<file path="src/rtl/xbar_pkg.sv">
// Shared definitions for the crossbar write-path blocks: width helpers and the
// write-order queue entry.
package xbar_pkg;

    // The entry is sized for the widest supported configuration.
    // Blocks pack only the low MW / LEN_WIDTH bits of each field.
    localparam int ENTRY_MW_MAX  = 8;
    localparam int ENTRY_LEN_MAX = 16;

    typedef struct packed {
        logic [ENTRY_MW_MAX-1:0]  master;
        logic [ENTRY_LEN_MAX-1:0] len;
    } order_entry_t;

    function automatic int mw_of(input int masters);
        return (masters > 1) ? $clog2(masters) : 1;
    endfunction

    function automatic int ow_of(input int max_outstanding);
        return $clog2(max_outstanding + 1);
    endfunction

endpackage

</file>
<file path="src/rtl/xbar_sync_fifo.sv">
// Single-clock FIFO with registered head; the extra pointer bit separates
// full from empty. Shared by the crossbar channel queues.
module xbar_sync_fifo #(
    parameter int WIDTH = 8,
    parameter int DEPTH = 4
) (
    input  logic             clk,
    input  logic             rst_n,
    input  logic             push,
    input  logic             pop,
    input  logic [WIDTH-1:0] din,
    output logic             full,
    output logic             empty,
    output logic [WIDTH-1:0] front
);

    localparam int AW = $clog2(DEPTH);
    localparam int PW = AW + 1;

    logic [PW-1:0]    wr_ptr_q, wr_ptr_d;
    logic [PW-1:0]    rd_ptr_q, rd_ptr_d;
    logic [WIDTH-1:0] mem_q [DEPTH];
    logic [WIDTH-1:0] mem_d [DEPTH];

    assign empty = (wr_ptr_q == rd_ptr_q);
    assign full  = (wr_ptr_q[AW] != rd_ptr_q[AW]) &&
                   (wr_ptr_q[AW-1:0] == rd_ptr_q[AW-1:0]);
    assign front = mem_q[rd_ptr_q[AW-1:0]];

    always_comb begin
        mem_d    = mem_q;
        wr_ptr_d = wr_ptr_q;
        rd_ptr_d = rd_ptr_q;
        if (push && !full) begin
            mem_d[wr_ptr_q[AW-1:0]] = din;
            wr_ptr_d = wr_ptr_q + PW'(1);
        end
        if (pop && !empty) begin
            rd_ptr_d = rd_ptr_q + PW'(1);
        end
    end

    always_ff @(posedge clk or negedge rst_n) begin
        if (!rst_n) begin
            wr_ptr_q <= '0;
            rd_ptr_q <= '0;
        end else begin
            wr_ptr_q <= wr_ptr_d;
            rd_ptr_q <= rd_ptr_d;
        end
    end

    // Storage needs no reset: reads are qualified by the pointers.
    always_ff @(posedge clk) begin
        mem_q <= mem_d;
    end

endmodule

</file>
<file path="src/rtl/xbar_wr_order_ctrl.sv">
// Write-order controller: records AW grant order, routes W beats from the
// queue head by beat count, and tracks writes outstanding until B return.
module xbar_wr_order_ctrl
    import xbar_pkg::*;
#(
    parameter  int MASTERS         = 2,
    parameter  int LEN_WIDTH       = 4,
    parameter  int ORDER_DEPTH     = 4,
    parameter  int MAX_OUTSTANDING = 8,
    localparam int MW              = mw_of(MASTERS),
    localparam int OW              = ow_of(MAX_OUTSTANDING)
) (
    input  logic                 ACLK,
    input  logic                 ARESETn,
    input  logic                 aw_req_valid,
    input  logic [MW-1:0]        aw_req_master,
    input  logic [LEN_WIDTH-1:0] aw_req_len,
    output logic                 aw_req_ready,
    input  logic                 w_in_valid,
    input  logic                 w_in_last,
    input  logic                 w_down_full,
    output logic                 w_in_ready,
    output logic [MW-1:0]        w_src_master,
    output logic                 w_src_valid,
    input  logic                 b_fire,
    output logic [OW-1:0]        outstanding,
    output logic                 err_wlast,
    output logic                 err_b_underflow
);

    localparam int EW = MW + LEN_WIDTH;

    logic                 fifo_full, fifo_empty;
    logic [EW-1:0]        fifo_front;
    order_entry_t         head;
    logic                 unused_head;
    logic [MW-1:0]        head_master;
    logic [LEN_WIDTH-1:0] head_len;

    logic                 aw_en_q, aw_en_d;
    logic [OW-1:0]        out_q, out_d;
    logic [LEN_WIDTH:0]   beat_q, beat_d;
    logic                 err_wlast_q, err_wlast_d;
    logic                 err_uf_q, err_uf_d;

    logic                 aw_fire, w_fire, beat_last, pop;

    xbar_sync_fifo #(
        .WIDTH (EW),
        .DEPTH (ORDER_DEPTH)
    ) u_order_q (
        .clk   (ACLK),
        .rst_n (ARESETn),
        .push  (aw_fire),
        .pop   (pop),
        .din   ({aw_req_master, aw_req_len}),
        .full  (fifo_full),
        .empty (fifo_empty),
        .front (fifo_front)
    );

    always_comb begin
        head = '0;
        head.master[MW-1:0]       = fifo_front[EW-1:LEN_WIDTH];
        head.len[LEN_WIDTH-1:0]   = fifo_front[LEN_WIDTH-1:0];
    end

    assign head_master = head.master[MW-1:0];
    assign head_len    = head.len[LEN_WIDTH-1:0];
    assign unused_head = ^head;

    // aw_en_q holds AW off during reset and opens it one edge after release.
    assign aw_req_ready = aw_en_q && !fifo_full &&
                          (out_q < OW'(MAX_OUTSTANDING));
    assign aw_fire      = aw_req_valid && aw_req_ready;

    assign w_src_valid  = !fifo_empty;
    assign w_src_master = fifo_empty ? '0 : head_master;
    assign w_in_ready   = !fifo_empty && !w_down_full;
    assign w_fire       = w_in_valid && w_in_ready;

    // The burst boundary comes from the AWLEN count; WLAST is only cross-checked.
    assign beat_last = (beat_q == {1'b0, head_len});
    assign pop       = w_fire && beat_last;

    always_comb begin
        aw_en_d     = 1'b1;
        beat_d      = beat_q;
        err_wlast_d = err_wlast_q;
        if (w_fire) begin
            beat_d = beat_last ? '0 : beat_q + (LEN_WIDTH+1)'(1);
            if (w_in_last != beat_last) begin
                err_wlast_d = 1'b1;
            end
        end
    end

    always_comb begin
        out_d    = out_q;
        err_uf_d = err_uf_q;
        unique case ({aw_fire, b_fire})
            2'b10: out_d = out_q + OW'(1);
            2'b01: begin
                if (out_q != '0) begin
                    out_d = out_q - OW'(1);
                end else begin
                    err_uf_d = 1'b1;
                end
            end
            default: out_d = out_q;
        endcase
    end

    always_ff @(posedge ACLK or negedge ARESETn) begin
        if (!ARESETn) begin
            aw_en_q     <= 1'b0;
            out_q       <= '0;
            beat_q      <= '0;
            err_wlast_q <= 1'b0;
            err_uf_q    <= 1'b0;
        end else begin
            aw_en_q     <= aw_en_d;
            out_q       <= out_d;
            beat_q      <= beat_d;
            err_wlast_q <= err_wlast_d;
            err_uf_q    <= err_uf_d;
        end
    end

    assign outstanding     = out_q;
    assign err_wlast       = err_wlast_q;
    assign err_b_underflow = err_uf_q;

endmodule

</file>
<file path="config.mk">
export PLATFORM = sky130hd
export DESIGN_NAME = xbar_wr_order_ctrl
export DESIGN_NICKNAME = d
export VERILOG_FILES = /design/src/rtl/xbar_pkg.sv /design/src/rtl/xbar_sync_fifo.sv /design/src/rtl/xbar_wr_order_ctrl.sv
export SDC_FILE = /design/constraint.sdc
export NUM_CORES = 1
export LEC_CHECK = 0
export ABC_AREA = 1
export BUFFER_PORTS_ARGS = -buffer_cell sky130_fd_sc_hd__buf_2
export CORE_MARGIN = 2
export CORE_UTILIZATION = 55
export DETAILED_ROUTE_END_ITERATION = 8
export PLACE_DENSITY_LB_ADDON = 0.08
export SETUP_SLACK_MARGIN = 0.5
export SLEW_MARGIN = 20
export SYNTH_ARGS = -nofsm -noshare
export SYNTH_HDL_FRONTEND = slang
export SYNTH_HIERARCHICAL = 1
export SYNTH_SLANG_ARGS = --single-unit
</file>
<file path="constraint.sdc">
create_clock -name ACLK -period 2.85 [get_ports ACLK]
set_clock_uncertainty 0.15 [all_clocks]
set_input_delay 0.57 -clock ACLK [delete_from_list [all_inputs] [get_ports ACLK]]
set_output_delay 0.57 -clock ACLK [all_outputs]
set_load 0.02 [all_outputs]
</file>
Yosys cells after proc, flatten, opt, wreduce, memory -nomap -nowiden. Index checks and enable logic that the tools add are counted.

Add/sub/neg operators: 5. Magnitude comparators: 4. Eq/ne operators: 8. Muxes and demuxes: 10. Bitwise operators: 3. Reduce and logical (&&, ||, !) cells: 18.

Operator list (count): bitwise mux 20 bit (1); 2-to-1 mux 5 bit (4); binary-select mux 5 bit (select 2 bit) (1); demux 5 bit (select 2 bit) (1); logical AND 1 bit (10); one-hot mux 4 bit (2 select lines) (1); adder 3 x 1 -> 3 bit, second input constant (2); >= comparator 3 bit, second input constant (2); NOT 2 -> 3 bit (2); AND reduction 2 bit (3); adder 5 x 1 -> 5 bit, second input constant (1); equality test 5 x 4 -> 1 bit (1); adder 4 x 1 -> 4 bit, second input constant (1); less-than comparator 4 bit, second input constant (1); 2-to-1 mux 4 bit (1); nonzero test 4 bit (1); subtractor 4 x 1 -> 4 bit, second input constant (1); equality test 3 bit (1); logical NOT 1 bit (3); less-than comparator 3 x 1 -> 1 bit, second input constant (1); equality test 2 x 1 -> 1 bit, second input constant (1); equality test 2 bit (1); equality test 2 bit, second input constant (1); != test 1 bit (2); 4 further kinds (4).

Register bits: 38. Output and inout bits: 10. Word-level logic and storage cells: 59.

Depth between registers and ports, before layout. Gate-level depths: netlist (run 1).

Depth in word-level cells: 9. Mapped depth: 17. Depth with buffers taken out: 17.

Modules after synthesis. Netlist (run 1), hierarchy kept.

Modules (own cells, without submodules): xbar_sync_fifo (times used 1, cells each 109, area each 1201.2 µm², seq. area each 750.7 µm²); xbar_wr_order_ctrl (times used 1, cells each 99, area each 815.8 µm², seq. area each 300.3 µm²).

Worst setup path after synthesis (run 1). OpenSTA, ideal clock, no wires.

Kind: flip-flop to flip-flop. Start point: register u_order_q.rd_ptr_q[1]. End point: register out_q[3], in the netlist outstanding[3]. Setup time: 118 ps. Data arrival time: 1885 ps. Required time: 2582 ps. Path slack: 697 ps. Cell stages (with the launch flop): 18. Path buffers: 0. Clock period less this slack: 2153 ps. Cells stage by stage: dfrtp_1 > inv_2 > nand2_2 > nand2_2 > nand3_4 > inv_1 > inv_2 > nand4_2 > nand2_2 > inv_1 > ha_1 > nand3_1 > nand3_1 > inv_1 > nand2_1 > nand3_1 > nand2_1 > nand2_1.

Word-level cells in the longest chain between the ends: 9.

RTL lines: start: declaration (line xbar_sync_fifo.sv:21) `logic [PW-1:0] rd_ptr_q, rd_ptr_d;`; start signal: assignment (line xbar_sync_fifo.sv:49) `rd_ptr_q <= rd_ptr_d;`; equality test 2 bit (*) (line xbar_sync_fifo.sv:27) `(wr_ptr_q[AW-1:0] == rd_ptr_q[AW-1:0]);`; logical AND 1 bit (*) (line xbar_sync_fifo.sv:26) `assign full = (wr_ptr_q[AW] != rd_ptr_q[AW]) &&`; net fifo_full (line xbar_wr_order_ctrl.sv:33) `logic fifo_full, fifo_empty;`; logical NOT 1 bit (*) (line xbar_wr_order_ctrl.sv:73) `assign aw_req_ready = aw_en_q && !fifo_full &&`; logical AND 1 bit (*) (2 in a row) (line xbar_wr_order_ctrl.sv:73); logical AND 1 bit (*) (line xbar_wr_order_ctrl.sv:75) `assign aw_fire = aw_req_valid && aw_req_ready;`; equality test 2 x 1 -> 1 bit / equality test 2 bit (equally long branches) (line xbar_wr_order_ctrl.sv:101) `unique case ({aw_fire, b_fire})`; != test 2 bit (no source line) / nonzero test 2 bit (equally long branches); AND reduction 2 bit (no source line); end signal: assignment (line xbar_wr_order_ctrl.sv:123) `out_q <= out_d;`; end: declaration (line xbar_wr_order_ctrl.sv:41) `logic [OW-1:0] out_q, out_d;`.

Mark *: on every way through the listed nets, which the timed path passes. The rest lies on a longest branch. A chain may end at the register's enable or synchronous reset.

Worst setup path in the final report (run 1).
Start point: register u_order_q.rd_ptr_q[0]. End point: output aw_req_ready.

Word-level cells in the longest chain between the ends: 5.

RTL lines: equality test 2 bit (line xbar_sync_fifo.sv:27); logical AND 1 bit (line xbar_sync_fifo.sv:26); net fifo_full (line xbar_wr_order_ctrl.sv:33); logical NOT 1 bit (line xbar_wr_order_ctrl.sv:73); logical AND 1 bit (2 in a row) (line xbar_wr_order_ctrl.sv:73); end: declaration (line xbar_wr_order_ctrl.sv:18) `output logic aw_req_ready,`.

The timed path passes the listed nets, and every way through them passes these cells.

==> impl_metrics.sql, run 1 <==
INSERT INTO impl_metrics (metric_group, metric, value, unit) VALUES
('synthesis', 'yosys.area_share.xor_xnor', '3.85', '%'),
('synthesis', 'synth_simple_gate_area_share', '25.3', '%'),
('route', 'routed_wirelength', '3.82', 'mm'),
('synthesis', 'synthesis.nets', '229', ''),
('grt', 'antenna_violations_before_repair', '0', ''),
('power', 'cellPowerDensity', '1000', 'nW/um^2'),
('synthesis', 'ys.warnings.count', '6', ''),
('timing', 'rsz0062_at_grt', 'true', ''),
('run_status', 'status', 'completed', ''),
('timing', 'post_route_clock_period_utilization', '79.6', '%'),
('clock_tree', 'tritoncts', 'done', ''),
('route', 'drt-initial-drc-count', '74', ''),
('worst_hold_path', 'hp-start', 'aw_req_len[3]', ''),
('finish', 'drive_above_1_share', '33.6', '%'),
('timing', 'fmax', '441', 'MHz'),
('synthesis', 'post_synth_instance_area', '2020', 'sq um'),
('timing', 'final-hold-violation-count', '0', ''),
('place', 'placement.io_buffers', '21', ''),
('die', 'ios', '22', ''),
('grt', 'grt_first_pass_wirelength', '6.25', 'mm'),
('finish', 'postLayoutCoreUtil', '70.7', '%'),
('grt', 'grtUsageTotal', '19.6', '%'),
('clock_tree', 'cts_inserted_buffers', '5', ''),
('finish', 'insertedDiodeCount', '0', ''),
('setup_path', 'timing.critical_path.to_type', 'output port', ''),
('place', 'place.detailed.hpwl', '2.65', 'mm'),
('finish', 'fillCellCount', '259', ''),
('die', 'core_region_area', '3420', 'sq um'),
('route', 'detailedRoute.firstPassIterationCount', '4', ''),
('synthesis', 'synth_mux_area_share', '0', '%'),
('route', 'route.vias.total', '1494', ''),
('worst_hold_path', 'worst_hold_path.num_cells', '1', ''),
('clock_tree', 'clock_sink_count', '38', ''),
('synthesis', 'average_footprint_of_a_synthesized_cell', '9.70', 'sq um'),
('place', 'place.gp.congestion', '0.811', ''),
('route', 'wl_per_cell', '13.0', 'um'),
('synthesis', 'post_synth_inst_count', '208', ''),
('finish', 'area_growth_syn_to_layout', '19.8', '%'),
('synthesis', 'synthDistinctLibCells', '30', ''),
('timing', 'layout_min_cycle_time', '2.27', 'ns'),
('grt', 'globalRouteOverflowTotal', '0', ''),
('setup_path', 'timing.critical_path.from_type', 'flip-flop', ''),
('route', 'drtAntennaViolNets', '0', ''),
('synthesis', 'yosys-top-cells-count', '32 x nand2_1, 26 x inv_1, 20 x edfxtp_1', ''),
('synthesis', 'ys_ff_latch', '38', ''),
('synthesis', 'synth_enable_flop_cells', '20', ''),
('die', 'die-area', '4170', 'sq um'),
('die', 'std_cell_rows', '21', ''),
('setup_path', 'r2r_setup_slack', '0.62', 'ns'),
('worst_hold_path', 'destination_of_the_worst_hold_path', 'u_order_q/mem_q[13]', ''),
('timing', 'setup_viol', '0', ''),
('setup_path', 'critical_path_class', 'flip-flop to output port', ''),
('route', 'remaining_drc_errors', '0', ''),
('synthesis', 'library_cell_with_the_highest_instance_count_after_synthesis', 'nand2_1', ''),
('timing', 'timing_max_transition_violations_final', '0', ''),
('grt', 'maximum_number_of_pins_on_one_net_before_global_route_repair', '19', ''),
('synthesis', 'synth_fa_ha_area_share', '5.96', '%'),
('place', 'pre_cts_setup_slack', '0.400', 'ns'),
('power', 'total_leakage_power', '1.11', 'nW'),
('run', 'maxCapViolations', '0', ''),
('clock_tree', 'clock_tree.htree_level_count', '2', ''),
('timing', 'post-route-worst-setup-slack', '0.582', 'ns'),
('clock_tree', 'clock_transition_at_path_regs', '0.12', 'ns'),
('synthesis', 'dominant_combinational_cell_family_by_area_after_synthesis', 'simple AND/OR/NAND/NOR gates', ''),
('power', 'max-vdd-ir-drop', '0.000500', 'V'),
('synthesis', 'register_area_share_after_synthesis', '52.1', '%'),
('setup_path', 'critical_path.max_fanout', '4', ''),
('setup_path', 'regToRegStartpoint', 'u_order_q/rd_ptr_q[0]', ''),
('synthesis', 'yosys-top-cells-area', 'edfxtp_1 30%, dfrtp_1 22%, nand2_1 6.0%', ''),
('worst_hold_path', 'min-delay-path-class', 'primary input to flip-flop', ''),
('setup_path', 'worstReg2RegEnd', 'outstanding[3]', '');
## kinds of logic (layout without fill, tap and decap cells)
group           after synthesis  in the layout
other cells                   1              1
simple gates                 96             96
buf+inv                      35             74
flops                        38             38
fa+ha+maj                     9              9
compound gates               21             21
xor+xnor                      8              8
## worst max-delay path, cell delays in order (launching register included)
cell     delay, ns
dfrtp_2       0.50
xnor2_4       0.18
nand3_4       0.10
inv_1         0.05
inv_2         0.08
nand2_2       0.06
nor2_4        0.12
buf_6         0.12
## routing by layer
layer / global-route usage, % / up-vias / part of all wire (%)
met1: 25.1 / 703 / 44
met2: 33.9 / 36 / 52
met3: 4.86 / 2 / 3.7
met5: 0 / - / 0
li1: - / 753 / -
met4: 3.99 / 0 / 0.31
## report_power, final
part | total (W) | leakage [nW] | switching, W | internal, W
Combinational | 0.00122 | 0.674 | 0.000732 | 0.000489
Clock | 0.000361 | 0.0374 | 0.000177 | 0.000184
Sequential | 0.000846 | 0.394 | 0.000142 | 0.000704
Total | 0.00243 | 1.11 | 0.00105 | 0.00138
## layout by cell type, fill, tap and decap left out, types with 2 or more instances in the layout
| cell type | Yosys | layout |
|---|---|---|
| nand2_1 | 32 | 31 |
| inv_1 | 26 | 25 |
| edfxtp_1 | 20 | 20 |
| buf_2 | 2 | 19 |
| nor2_1 | 18 | 18 |
| nand3_1 | 17 | 17 |
| dfrtp_1 | 18 | 15 |
| buf_4 | 0 | 11 |
| nand2_2 | 8 | 9 |
| nor2_2 | 8 | 7 |
| o21ai_1 | 7 | 7 |
| ha_1 | 8 | 7 |
| inv_2 | 6 | 5 |
| xor2_1 | 5 | 5 |
| clkbuf_4 | 0 | 5 |
| o21ai_0 | 6 | 5 |
| o22ai_1 | 5 | 4 |
| nor2_4 | 2 | 3 |
| nand3_2 | 3 | 3 |
| inv_4 | 1 | 3 |
| dfrtp_2 | 0 | 3 |
| nand2_4 | 2 | 2 |
| o21ai_2 | 1 | 2 |
| xnor2_1 | 2 | 2 |
| nand4_1 | 2 | 2 |
| clkinvlp_4 | 0 | 2 |
| buf_6 | 0 | 2 |
## metrics by stage
stage	instance area, sq um	cells
floorplan	2020	208
global placement	2170	273
detailed placement	2170	273
CTS	2300	287
global route	2420	293
finish	2420	293
## worst max-delay path by stage
stage,start,to,slack (ns),depth (start not counted)
floorplan,u_order_q/rd_ptr_q[1],outstanding[3],0.70,17
global placement,u_order_q/rd_ptr_q[0],outstanding[3],0.53,15
detailed placement,u_order_q/rd_ptr_q[0],outstanding[3],0.40,15
CTS,u_order_q/wr_ptr_q[0],aw_req_ready,0.51,7
global route,u_order_q/rd_ptr_q[0],outstanding[3],0.48,15
finish,u_order_q/rd_ptr_q[0],aw_req_ready,0.58,7
## sequential cells by signal, summed over array words and instances (netlist names)
signal,flops
u_order_q/mem_q,20
beat_q,5
outstanding,4
u_order_q/rd_ptr_q,3
u_order_q/wr_ptr_q,3
aw_en_q,1
err_b_underflow,1
err_wlast,1
## layout make-up
cell class / count / area, sq um / share of cell area [%]
Multi-Input combinational cell: 135 / 880 / 36.4
Tap cell: 46 / 57.6 / 2.38
Sequential cell: 38 / 1050 / 43.7
Clock inverter: 3 / 45.0 / 1.86
Clock buffer: 5 / 37.5 / 1.55
Inverter: 33 / 131 / 5.44
Timing Repair Buffer: 33 / 210 / 8.70
## what timing repair did
action                                  CTS  global route
resized for setup                         3            15
setup buffers                             5             6
endpoints found under the setup margin    8             8
hold buffers                              1             0
pin swaps                                 0             6
endpoints found under the hold margin    18             0
No activity file was read; power rests on OpenSTA's default activity.
==> inputs of run 2 (changes only) <==
--- a/config.mk
+++ b/config.mk
@@ -8,7 +8,7 @@
 export ABC_AREA = 1
 export BUFFER_PORTS_ARGS = -buffer_cell sky130_fd_sc_hd__buf_2
 export CORE_MARGIN = 2
-export CORE_UTILIZATION = 55
+export CORE_UTILIZATION = 52
 export DETAILED_ROUTE_END_ITERATION = 8
 export PLACE_DENSITY_LB_ADDON = 0.08
 export SETUP_SLACK_MARGIN = 0.5
==> constraint.sdc (replaced) <==
create_clock -name ACLK -period 1.88 [get_ports ACLK]
set_clock_uncertainty 0.15 [all_clocks]
set_input_delay 0.376 -clock ACLK [delete_from_list [all_inputs] [get_ports ACLK]]
set_output_delay 0.376 -clock ACLK [all_outputs]
set_load 0.02 [all_outputs]
==> run 2 against run 1 <==
Compared with the run above:
- the run now ends with negative setup slack left
- final area grew 21%
- register-to-register slack lost 0.79 ns
- total power grew 94%
- utilization grew 8.4 points
- clock power grew 130%
- critical endpoint is now w_in_ready
- non-clock buffer count grew 32
- combinational power grew 110%
- sequential share of layout area shrank 7.4 points
- cell count grew 12%
- die area grew 5.4%
- hold slack lost 0.13 ns
- setup slack lost 0.77 ns
==> impl_metrics.sql, run 2 (synthesis gave the netlist of run 1 again) <==
INSERT INTO impl_metrics (metric_group, metric, value, unit) VALUES
('route', 'drtAntennaViolNets', '0', ''),
('die', 'std_cell_rows', '22', ''),
('grt', 'first_global_vias', '1644', ''),
('run_status', 'status', 'complete, but fails checks', ''),
('route', 'detailedRoute.firstPassIterationCount', '4', ''),
('route', 'routed_wirelength', '4.72', 'mm'),
('power', 'power.internal', '0.00281', 'W'),
('place', 'place.gp.congestion', '0.776', ''),
('power', 'p_sw', '0.00190', 'W'),
('grt', 'maximum_number_of_pins_on_one_net_before_global_route_repair', '19', ''),
('run', 'maxCapViolations', '0', ''),
('die', 'ios', '22', ''),
('power', 'cellPowerDensity', '1610', 'nW/um^2'),
('clock_tree', 'cts.path.max_buffers', '2', ''),
('finish', 'insertedDiodeCount', '0', ''),
('finish', 'layout.cells.most_common', 'buf_4', ''),
('route', 'remaining_drc_errors', '0', ''),
('finish', 'regMostFlops', 'u_order_q/mem_q', ''),
('setup_path', 'crit_chain', 'xnor2_2 -> buf_4 -> nand3_2 -> inv_4 -> nor2_4 -> buf_4', ''),
('setup_path', 'timing.critical_path.to_type', 'output port', ''),
('power', 'share_clk_of_total_power', '17.7', '%'),
('grt', 'antenna_violations_before_repair', '0', ''),
('route', 'wl_per_cell', '14.4', 'um'),
('clock_tree', 'clock-root-buffer', 'clkbuf_8', ''),
('die', 'die_height', '66.3', 'um'),
('finish', 'multi_input_area', '990', 'sq um'),
('setup_path', 'timing.critical_path.from_type', 'flip-flop', ''),
('finish', 'fillCellCount', '231', ''),
('die', 'core_region_area', '3690', 'sq um'),
('setup_path', 'crit_arrival', '1.55', 'ns'),
('clock_tree', 'tritoncts', 'done', ''),
('timing', 'post_route_clock_period_utilization', '110', '%'),
('timing', 'rsz0062_at_grt', 'true', ''),
('timing', 'fmax', '483', 'MHz'),
('die', 'fp.dieW', '66.3', 'um'),
('finish', 'postLayoutCoreUtil', '79.1', '%'),
('route', 'drt-vias-per-instance', '5.17', ''),
('finish', 'drive_above_1_share', '52.3', '%'),
('route', 'drt-initial-drc-count', '104', ''),
('grt', 'grt_first_pass_wirelength', '7.16', 'mm'),
('finish', 'seqCellArea', '1060', 'sq um'),
('route', 'route.vias.total', '1690', ''),
('setup_path', 'r2r_setup_slack', '-0.17', 'ns'),
('setup_path', 'critical_path_class', 'flip-flop to output port', ''),
('power', 'max-vdd-ir-drop', '0.000765', 'V'),
('timing', 'timing_max_transition_violations_final', '0', ''),
('power', 'fraction_of_power_consumed_by_combinational_cells', '55.1', '%'),
('finish', 'area_growth_syn_to_layout', '44.7', '%'),
('clock_tree', 'clock_sink_count', '38', ''),
('place', 'place.detailed.hpwl', '3.12', 'mm'),
('power', 'total_leakage_power', '1.32', 'nW'),
('setup_path', 'timing.critical_path.mode_cell', 'buf_4', ''),
('setup_path', 'worst-endpoint-required', '1.35', 'ns'),
('worst_hold_path', 'min-delay-path-class', 'primary input to flip-flop', ''),
('finish', 'largest_register_ff_count', '20', ''),
('grt', 'grtUsageTotal', '21.5', '%'),
('power', 'total_power', '0.00471', 'W'),
('setup_path', 'critical_path.max_fanout', '5', ''),
('die', 'initial_core_util', '54.7', '%'),
('setup_path', 'slowest_stage_delay_cp', '0.48', 'ns'),
('place', 'placement.io_buffers', '21', ''),
('clock_tree', 'clock_tree.htree_level_count', '2', ''),
('clock_tree', 'cts_inserted_buffers', '5', ''),
('die', 'die-area', '4390', 'sq um'),
('power', 'power.share.sequential', '27.2', '%'),
('grt', 'globalRouteOverflowTotal', '0', ''),
('finish', 'layout.cells.most_common_list', '36 x buf_4, 27 x nand2_1, 20 x edfxtp_1', ''),
('run_status', 'failed_checks', 'negative setup slack', ''),
('timing', 'layout_min_cycle_time', '2.07', 'ns'),
('timing', 'setup_viol', '37', ''),
('power', 'switching_share', '40.3', '%'),
('timing', 'final-hold-violation-count', '0', ''),
('clock_tree', 'clock_transition_at_path_regs', '0.08', 'ns'),
('timing', 'post-route-worst-setup-slack', '-0.192', 'ns'),
('clock_tree', 'worst_skew_pair.late_latency', '0.29', 'ns'),
('setup_path', 'slowest_stage', 'dfrtp_2', ''),
('finish', 'finalNetCount', '299', '');
run 2: cell type report:
class	instances	area share [%]
Clock inverter	3	2.36
Multi-Input combinational cell	135	33.9
Timing Repair Buffer	65	18.0
Clock buffer	5	2.36
Sequential cell	38	36.3
Inverter	33	5.02
Tap cell	48	2.06
run 2: power by group through the flow:
stage               sequential [W]  combinational [W]  clock [W]
CTS                        0.00127            0.00233   0.000844
finish                     0.00128            0.00260   0.000834
global placement           0.00126            0.00197          0
detailed placement         0.00127            0.00206          0
floorplan                  0.00132            0.00134          0
global route               0.00130            0.00283   0.000876
run 2: metrics by stage:
step                      setup TNS [ns]  hold slack (ns)  cell area, sq um  setup slack (ns)  cells
after floorplan                   -0.227          -0.0696              2110            -0.163    208
after global placement            -0.788            0.176              2440           -0.0878    300
after detailed placement           -1.52            0.181              2440            -0.190    300
after CTS                          -2.09            0.146              2770            -0.173    318
after global routing               -5.48            0.152              2920            -0.242    327
final                              -2.96            0.154              2920            -0.192    327
run 2: metal layers:
metal / track usage, % / wire length [um]
met1: 25.6 / 1970
met2: 39.3 / 2560
met3: 4.60 / 140
met4: 5.36 / 41
met5: 0 / 0
run 2: what timing repair did:
| action | CTS | global route |
|---|---|---|
| setup buffers | 9 | 8 |
| gates resized for setup | 37 | 29 |
| endpoints found under the hold margin | 18 | 0 |
| pin swaps | 12 | 11 |
| setup endpoints to repair | 45 | 47 |
| hold buffers | 1 | 0 |
| gates cloned | 0 | 1 |
run 2: path summary, 6_finish.rpt:
check | startpoint | cells past startpoint | endpoint
min reg2reg | err_b_underflow | 1 | err_b_underflow
min in group asynchronous | ARESETn | 2 | beat_q[1]
max reg2reg | u_order_q/rd_ptr_q[0] | 15 | outstanding[3]
min | aw_req_len[3] | 1 | u_order_q/mem_q[3]
max | u_order_q/rd_ptr_q[0] | 6 | w_in_ready
max in group asynchronous | ARESETn | 2 | u_order_q/rd_ptr_q[0]
run 2: worst max-delay path: cells and delay by family, from the launching register on:
family                    cells  cell delay [ns]
buffers and inverters         3             0.42
xor gates and xnor gates      1             0.22
and+or+nand+nor               2             0.14
DFF                           1             0.48
